`src/rtl/fir_mc_if.sv`:
```
// Sample/result handshake and coefficient port of the multi-channel FIR (fir_mc).
// The slave modport is the filter side; the master modport is the producer/host side.
interface fir_mc_if #(
   parameter int DATA_W   = 16,
   parameter int COEFF_W  = 16,
   parameter int TAPS     = 16,
   parameter int CHANNELS = 2,
   parameter int OUT_W    = 32
);
   localparam int AW = $clog2(TAPS);
   localparam int CW = (CHANNELS > 1) ? $clog2(CHANNELS) : 1;

   logic                      valid_i;
   logic                      ready_o;
   logic [CW-1:0]             chan_i;
   logic signed [DATA_W-1:0]  data_i;
   logic                      valid_o;
   logic [CW-1:0]             chan_o;
   logic signed [OUT_W-1:0]   data_o;
   logic                      coeff_we_i;
   logic [AW-1:0]             coeff_addr_i;
   logic signed [COEFF_W-1:0] coeff_wdata_i;
   logic signed [COEFF_W-1:0] coeff_rdata_o;
   logic                      coeff_drop_o;
   logic                      chan_err_o;

   modport master (
      output valid_i, chan_i, data_i, coeff_we_i, coeff_addr_i, coeff_wdata_i,
      input  ready_o, valid_o, chan_o, data_o, coeff_rdata_o, coeff_drop_o, chan_err_o
   );

   modport slave (
      input  valid_i, chan_i, data_i, coeff_we_i, coeff_addr_i, coeff_wdata_i,
      output ready_o, valid_o, chan_o, data_o, coeff_rdata_o, coeff_drop_o, chan_err_o
   );
endinterface

```
`src/rtl/fir_mc.sv`:
```
// Time-multiplexed multi-channel FIR: one shared MAC, per-channel circular delay lines.
// Define FIR_MC_SAT_EN for round-half-up plus saturation on output; default wraps to OUT_W.
//
// state  | meaning
// IDLE   | ready for a sample; coefficient writes accepted
// MAC    | one tap per cycle, k = 0..TAPS-1
// OUT    | register result, pulse valid_o, advance channel write pointer
module fir_mc #(
   parameter int DATA_W   = 16,
   parameter int COEFF_W  = 16,
   parameter int TAPS     = 16,
   parameter int CHANNELS = 2,
   parameter int ACC_W    = DATA_W + COEFF_W + $clog2(TAPS),
   parameter int OUT_W    = 32,
   parameter int SHIFT    = 0
) (
   input  logic     clk_i,
   input  logic     rst_ni,
   fir_mc_if.slave  bus
);
   localparam int AW = $clog2(TAPS);
   localparam int CW = (CHANNELS > 1) ? $clog2(CHANNELS) : 1;
   localparam int PW = DATA_W + COEFF_W;
   localparam logic [CW:0] CH_LIM = (CW+1)'(CHANNELS);

   typedef enum logic [1:0] {S_IDLE, S_MAC, S_OUT} state_t;

   state_t                                     state_q, state_d;
   logic [AW-1:0]                              k_q;
   logic [CW-1:0]                              ch_q;
   logic signed [ACC_W-1:0]                    acc_q;
   logic [TAPS-1:0][COEFF_W-1:0]               coeff_q;
   logic [CHANNELS-1:0][TAPS-1:0][DATA_W-1:0]  x_q;
   logic [CHANNELS-1:0][AW-1:0]                wp_q;

   logic                      chan_ok, accept, coeff_wr, ready;
   logic [AW-1:0]             rp, wp_cur;
   logic signed [PW-1:0]      prod;
   logic signed [OUT_W-1:0]   res;

   logic                      valid_q, drop_q, err_q;
   logic [CW-1:0]             chan_out_q;
   logic signed [OUT_W-1:0]   data_q;
   logic signed [COEFF_W-1:0] rdata_q;

   assign chan_ok  = {1'b0, bus.chan_i} < CH_LIM;
   assign accept   = (state_q == S_IDLE) && bus.valid_i && chan_ok;
   assign coeff_wr = (state_q == S_IDLE) && bus.coeff_we_i;

   always_comb begin
      state_d = state_q;
      ready   = 1'b0;
      case (state_q)
         S_IDLE: begin
            ready = 1'b1;
            if (accept) state_d = S_MAC;
         end
         S_MAC:   if (k_q == AW'(TAPS - 1)) state_d = S_OUT;
         S_OUT:   state_d = S_IDLE;
         default: state_d = S_IDLE;
      endcase
   end

   always_ff @(posedge clk_i or negedge rst_ni) begin
      if (!rst_ni) state_q <= S_IDLE;
      else         state_q <= state_d;
   end

   // Newest sample is at wp during MAC; tap k reads wp-k modulo TAPS.
   assign wp_cur = wp_q[ch_q];
   always_comb begin
      rp = wp_cur - k_q;
      if (wp_cur < k_q) rp = rp + AW'(TAPS);
   end

   assign prod = PW'($signed(coeff_q[k_q])) * PW'($signed(x_q[ch_q][rp]));

`ifdef FIR_MC_SAT_EN
   localparam logic signed [ACC_W:0] RND =
      (SHIFT > 0) ? ((ACC_W+1)'(1) << ((SHIFT > 0) ? SHIFT - 1 : 0)) : '0;
   localparam logic signed [ACC_W:0] O_MAX = {{(ACC_W-OUT_W+2){1'b0}}, {(OUT_W-1){1'b1}}};
   localparam logic signed [ACC_W:0] O_MIN = {{(ACC_W-OUT_W+2){1'b1}}, {(OUT_W-1){1'b0}}};
   logic signed [ACC_W:0] shf;

   always_comb begin
      shf = ((ACC_W+1)'(acc_q) + RND) >>> SHIFT;
      res = shf[OUT_W-1:0];
      if (shf > O_MAX)      res = O_MAX[OUT_W-1:0];
      else if (shf < O_MIN) res = O_MIN[OUT_W-1:0];
   end
`else
   assign res = OUT_W'(acc_q >>> SHIFT);
`endif

   always_ff @(posedge clk_i or negedge rst_ni) begin
      if (!rst_ni) begin
         k_q        <= '0;
         ch_q       <= '0;
         acc_q      <= '0;
         valid_q    <= 1'b0;
         chan_out_q <= '0;
         data_q     <= '0;
         drop_q     <= 1'b0;
         err_q      <= 1'b0;
         rdata_q    <= '0;
      end else begin
         valid_q <= (state_q == S_OUT);
         drop_q  <= bus.coeff_we_i && (state_q != S_IDLE);
         err_q   <= (state_q == S_IDLE) && bus.valid_i && !chan_ok;
         rdata_q <= coeff_wr ? bus.coeff_wdata_i : $signed(coeff_q[bus.coeff_addr_i]);
         if (accept) begin
            ch_q  <= bus.chan_i;
            acc_q <= '0;
            k_q   <= '0;
         end else if (state_q == S_MAC) begin
            acc_q <= acc_q + ACC_W'(prod);
            k_q   <= k_q + AW'(1);
         end
         if (state_q == S_OUT) begin
            data_q     <= res;
            chan_out_q <= ch_q;
         end
      end
   end

   always_ff @(posedge clk_i or negedge rst_ni) begin
      if (!rst_ni) begin
         coeff_q <= '0;
         x_q     <= '0;
         wp_q    <= '0;
      end else begin
         if (coeff_wr) coeff_q[bus.coeff_addr_i] <= bus.coeff_wdata_i;
         if (accept)   x_q[bus.chan_i][wp_q[bus.chan_i]] <= bus.data_i;
         if (state_q == S_OUT)
            wp_q[ch_q] <= (wp_cur == AW'(TAPS - 1)) ? '0 : wp_cur + AW'(1);
      end
   end

   assign bus.ready_o       = ready;
   assign bus.valid_o       = valid_q;
   assign bus.chan_o        = chan_out_q;
   assign bus.data_o        = data_q;
   assign bus.coeff_rdata_o = rdata_q;
   assign bus.coeff_drop_o  = drop_q;
   assign bus.chan_err_o    = err_q;
endmodule

```
`src/flat_wrapper.sv`:
```
// flat-port wrapper written by rule: the top's interface ports become plain ports
module fir_mc_flat 
#(
   parameter int DATA_W   = 16,
   parameter int COEFF_W  = 16,
   parameter int TAPS     = 16,
   parameter int CHANNELS = 2,
   parameter int ACC_W    = DATA_W + COEFF_W + $clog2(TAPS),
   parameter int OUT_W    = 32,
   parameter int SHIFT    = 0
)
  (clk_i, rst_ni, bus_valid_i, bus_chan_i, bus_data_i, bus_coeff_we_i, bus_coeff_addr_i, bus_coeff_wdata_i, bus_ready_o, bus_valid_o, bus_chan_o, bus_data_o, bus_coeff_rdata_o, bus_coeff_drop_o, bus_chan_err_o);
  fir_mc_if #(.DATA_W(DATA_W), .COEFF_W(COEFF_W), .TAPS(TAPS), .CHANNELS(CHANNELS), .OUT_W(OUT_W)) bus_i ();
  input  logic clk_i;
  input  logic rst_ni;
  input wire logic [$bits(bus_i.valid_i)-1:0] bus_valid_i;
  input wire logic [$bits(bus_i.chan_i)-1:0] bus_chan_i;
  input wire logic [$bits(bus_i.data_i)-1:0] bus_data_i;
  input wire logic [$bits(bus_i.coeff_we_i)-1:0] bus_coeff_we_i;
  input wire logic [$bits(bus_i.coeff_addr_i)-1:0] bus_coeff_addr_i;
  input wire logic [$bits(bus_i.coeff_wdata_i)-1:0] bus_coeff_wdata_i;
  output wire logic [$bits(bus_i.ready_o)-1:0] bus_ready_o;
  output wire logic [$bits(bus_i.valid_o)-1:0] bus_valid_o;
  output wire logic [$bits(bus_i.chan_o)-1:0] bus_chan_o;
  output wire logic [$bits(bus_i.data_o)-1:0] bus_data_o;
  output wire logic [$bits(bus_i.coeff_rdata_o)-1:0] bus_coeff_rdata_o;
  output wire logic [$bits(bus_i.coeff_drop_o)-1:0] bus_coeff_drop_o;
  output wire logic [$bits(bus_i.chan_err_o)-1:0] bus_chan_err_o;
  assign bus_i.valid_i = bus_valid_i;
  assign bus_i.chan_i = bus_chan_i;
  assign bus_i.data_i = bus_data_i;
  assign bus_i.coeff_we_i = bus_coeff_we_i;
  assign bus_i.coeff_addr_i = bus_coeff_addr_i;
  assign bus_i.coeff_wdata_i = bus_coeff_wdata_i;
  assign bus_ready_o = bus_i.ready_o;
  assign bus_valid_o = bus_i.valid_o;
  assign bus_chan_o = bus_i.chan_o;
  assign bus_data_o = bus_i.data_o;
  assign bus_coeff_rdata_o = bus_i.coeff_rdata_o;
  assign bus_coeff_drop_o = bus_i.coeff_drop_o;
  assign bus_chan_err_o = bus_i.chan_err_o;
  fir_mc #(.DATA_W(DATA_W), .COEFF_W(COEFF_W), .TAPS(TAPS), .CHANNELS(CHANNELS), .ACC_W(ACC_W), .OUT_W(OUT_W), .SHIFT(SHIFT)) u_core (.clk_i(clk_i), .rst_ni(rst_ni), .bus(bus_i));
endmodule
```
`config.mk`:
```
export PLATFORM = sky130hd
export DESIGN_NAME = fir_mc_flat
export DESIGN_NICKNAME = d
export VERILOG_FILES = /design/src/rtl/fir_mc_if.sv /design/src/rtl/fir_mc.sv /design/src/flat_wrapper.sv
export SDC_FILE = /design/constraint.sdc
export NUM_CORES = 2
export LEC_CHECK = 0
export CAP_MARGIN = 20
export CORE_AREA = 5 5 288 290
export CTS_BUF_LIST = sky130_fd_sc_hd__clkbuf_8
export DETAILED_ROUTE_END_ITERATION = 12
export DIE_AREA = 0 0 293 295
export PLACE_DENSITY = 0.86
export REMOVE_ABC_BUFFERS = 1
export SYNTH_ARGS = -nofsm -noshare
export SYNTH_HDL_FRONTEND = slang
export SYNTH_SLANG_ARGS = --single-unit
```
`constraint.sdc`:
```
create_clock -name clk_i -period 11.6 [get_ports clk_i]
set_input_delay 1.74 -clock clk_i [delete_from_list [all_inputs] [get_ports clk_i]]
set_output_delay 1.74 -clock clk_i [all_outputs]
set_load 0.005 [all_outputs]
```
==> reports/results.txt <==
Clock Tree Root: clkbuf_8
Mapped Avg Cell Area: 13.84 µm²
Initial antenna violation count: 2
Final hold slack: 0.4735 ns
CP endpoint kind: register
CTS tree: built
Critical Path Source Type: register
Final #Nets: 4234
Cell Area, Synth: 0.05155 mm²
Yosys top cell area share: 42.04%
First-pass GRT wire length: 199900 µm
Slew Limit Fails: 0
Drt first pass iters: 8
Clock latency on the worst-skew pair: 0.82 ns
FF+latch count, synth: 866
Initial Util: 64.42%
Crit-path max FO: 20
Power density cells: 270.7 mW/mm²
Rows: 104
Vias in the first global route: 35080
Clk sinks: 866
Die W: 293 µm
Via/cell ratio: 6.394
Final Setup Violations: 0
Area growth syn-to-layout: 9.631%
Die ar.: 0.08644 mm²
Antenna viol nets, final: 0
Async S/R FF share, synth: 100.0%
DRC Markers: 0
Post-DP HPWL: 78750 µm
Via count: 31720
Post-Synthesis Cells: 3725
Worst-path clk slew: 0.07 ns
Endpoints failing hold: 0
CTS Hold Bufs: 0
Synth Flop Type: dfrtp_1
Slew @ Worst Pin: 1.166 ns
Sequential-to-total area share from yosys stat: 42.04%
GRT Total Usage: 29.89%
YS warnings: 0
CTS H-tree lvls: 4
Die height: 295 µm
Clock skew after layout: 0.04669 ns
Clock Path Buffers: 3
Lkg Pwr: 27.23 nW
Share of post-route cells with drive strength above 1: 37.74%
Synth area leaders: dfrtp_1 (42%), mux2_2 (17%), mux4_2 (13%)
I/O Buffers: 92
Crit share post-route: 84.97%
Max Clk Rate: 101.5 MHz
Min-Delay Path Class: register to register
CP max stage delay: 0.69 ns
Post-CTS setup buffers: 0
# IOs: 94
Worst VDD drop: 0.0002908 V
Max_slew headroom: 22.08%
Worst endpoint required time: 12.29 ns
Drt wl/cell: 25.21 µm
Worst Path Arrival: 10.55 ns
GR Overflow Total: 0
Most used cell, CP: fa_1
Cell with the most instances after synthesis: dfrtp_1
1st-iter DRT viols: 2919
Synth cell types: 67
Crit-path slowest cell: dfrtp_2
Core Footprint: 0.08003 mm²
Detailed Route WL: 125100 µm
Status: finished clean
Num CTS Buffers: 143
Synth area leader: dfrtp_1
GPL Wtd Cong: 0.9250
MaxCap Viol Count: 0
Post-CTS Resized: 0
RSZ-0062 raised after global routing: false
FILL cells: 5006
Largest net degree at the start of global routing: 187
Number of flops mapped to enable cells by yosys: 0
Most frequent cells after synthesis: dfrtp_1 (866), mux2_2 (799), inv_1 (336)
WS Path Type: register to register
Fin crit period: 9.857 ns
Fin util: 70.62%
-- routing by layer --
metal	vias to the layer above	global-route usage, %	wire [µm]
met2	1431	48.53	61970
met1	16770	39.62	47160
met3	410	6.393	10150
met5	-	0.8672	117
li1	13110	-	-
met4	4	13.29	5671
-- state kept, by name, summed over array words and instances (netlist names) --
register and cells:
u_core.x_q 512, u_core.coeff_q 256, u_core.acc_q 32, u_core.bus.data_o 32, u_core.bus.coeff_rdata_o 16, u_core.wp_q 8, u_core.k_q 4, u_core.state_q 2
u_core.bus.chan_o 1, u_core.bus.coeff_drop_o 1, u_core.bus.valid_o 1, u_core.ch_q 1
-- final timing paths --
path,start,to,slack (ns),depth (start not counted)
worst min-delay path,u_core.bus.data_o[30],u_core.bus.data_o[30],0.47,2
max in group asynchronous,rst_ni,u_core.coeff_q[123],8.44,3
worst max register to register,u_core.k_q[1],u_core.acc_q[31],1.74,27
min in group asynchronous,rst_ni,u_core.x_q[175],0.94,1
worst min register to register,u_core.bus.data_o[30],u_core.bus.data_o[30],0.47,2
worst max-delay path,u_core.k_q[1],u_core.acc_q[31],1.74,27
-- kinds of logic after synthesis --
family	count (synthesis)	synth area share (%)
other	1	0.007274
muxes	1136	31.86
adders and majority gates	396	13.89
and+or+nand+nor	562	5.257
DFF	866	42.04
AOI/OAI and AO/OA	131	1.549
buffers and inverters	587	4.560
xor gates and xnor gates	46	0.8373
-- metrics by stage --
stage	std cells	setup slack (ns)	TNS [ns]	instance area, µm²	power, mW
after global placement	4697	2.006	0	53430	12.21
after global routing	4961	1.273	0	56520	16.50
final	4961	1.743	0	56520	15.30
after CTS	4949	1.785	0	56290	15.27
after floorplan	3476	-3.828	-78.41	50470	10.26
after detailed placement	4701	1.776	0	53510	12.55
-- critical path, delay by kind of cell (launching register included) --
| family | cells | cell delay [ns] |
|---|---|---|
| multiplexers | 2 | 1.21 |
| AND/OR/NAND/NOR | 2 | 0.46 |
| adder cells (fa/ha/maj) | 8 | 3.63 |
| AO/OA/AOI/OAI | 8 | 1.62 |
| XOR/XNOR | 2 | 1.00 |
| flip-flops | 1 | 0.69 |
| buffers and inverters | 5 | 1.13 |
-- power by group --
part,switching (mW),total [mW],internal [mW]
clock network,1.27,2.66,1.39
registers,0.463,4.09,3.62
logic,4.78,8.56,3.78
-- cells in the final DEF, fill, tap and decap left out, drive strengths merged, types with 26 or more instances in the layout --
master / Yosys / routed
clkbuf: 182 / 171
or2: 37 / 37
mux4: 310 / 310
nand2: 186 / 186
fa: 294 / 294
inv: 337 / 393
ha: 102 / 102
nor2: 130 / 130
buf: 67 / 86
nor2b: 60 / 60
mux2i: 26 / 26
dfrtp: 866 / 866
nand2b: 89 / 89
mux2: 800 / 800
o21ai: 54 / 54
clkdlybuf4s50: 0 / 88
-- cell type report --
cell class	count	area [µm²]	area share (%)
clock inverters	79	455.4	0.8058
diodes	1	2.502	0.004428
clock buffers	169	2326	4.116
multi-input cells	2272	27660	48.93
well taps	1060	1326	2.347
repair buffers	176	1802	3.188
inverters	338	1269	2.245
flip-flops and latches	866	21680	38.36
Note: power is estimated with default switching activity, not from simulation.
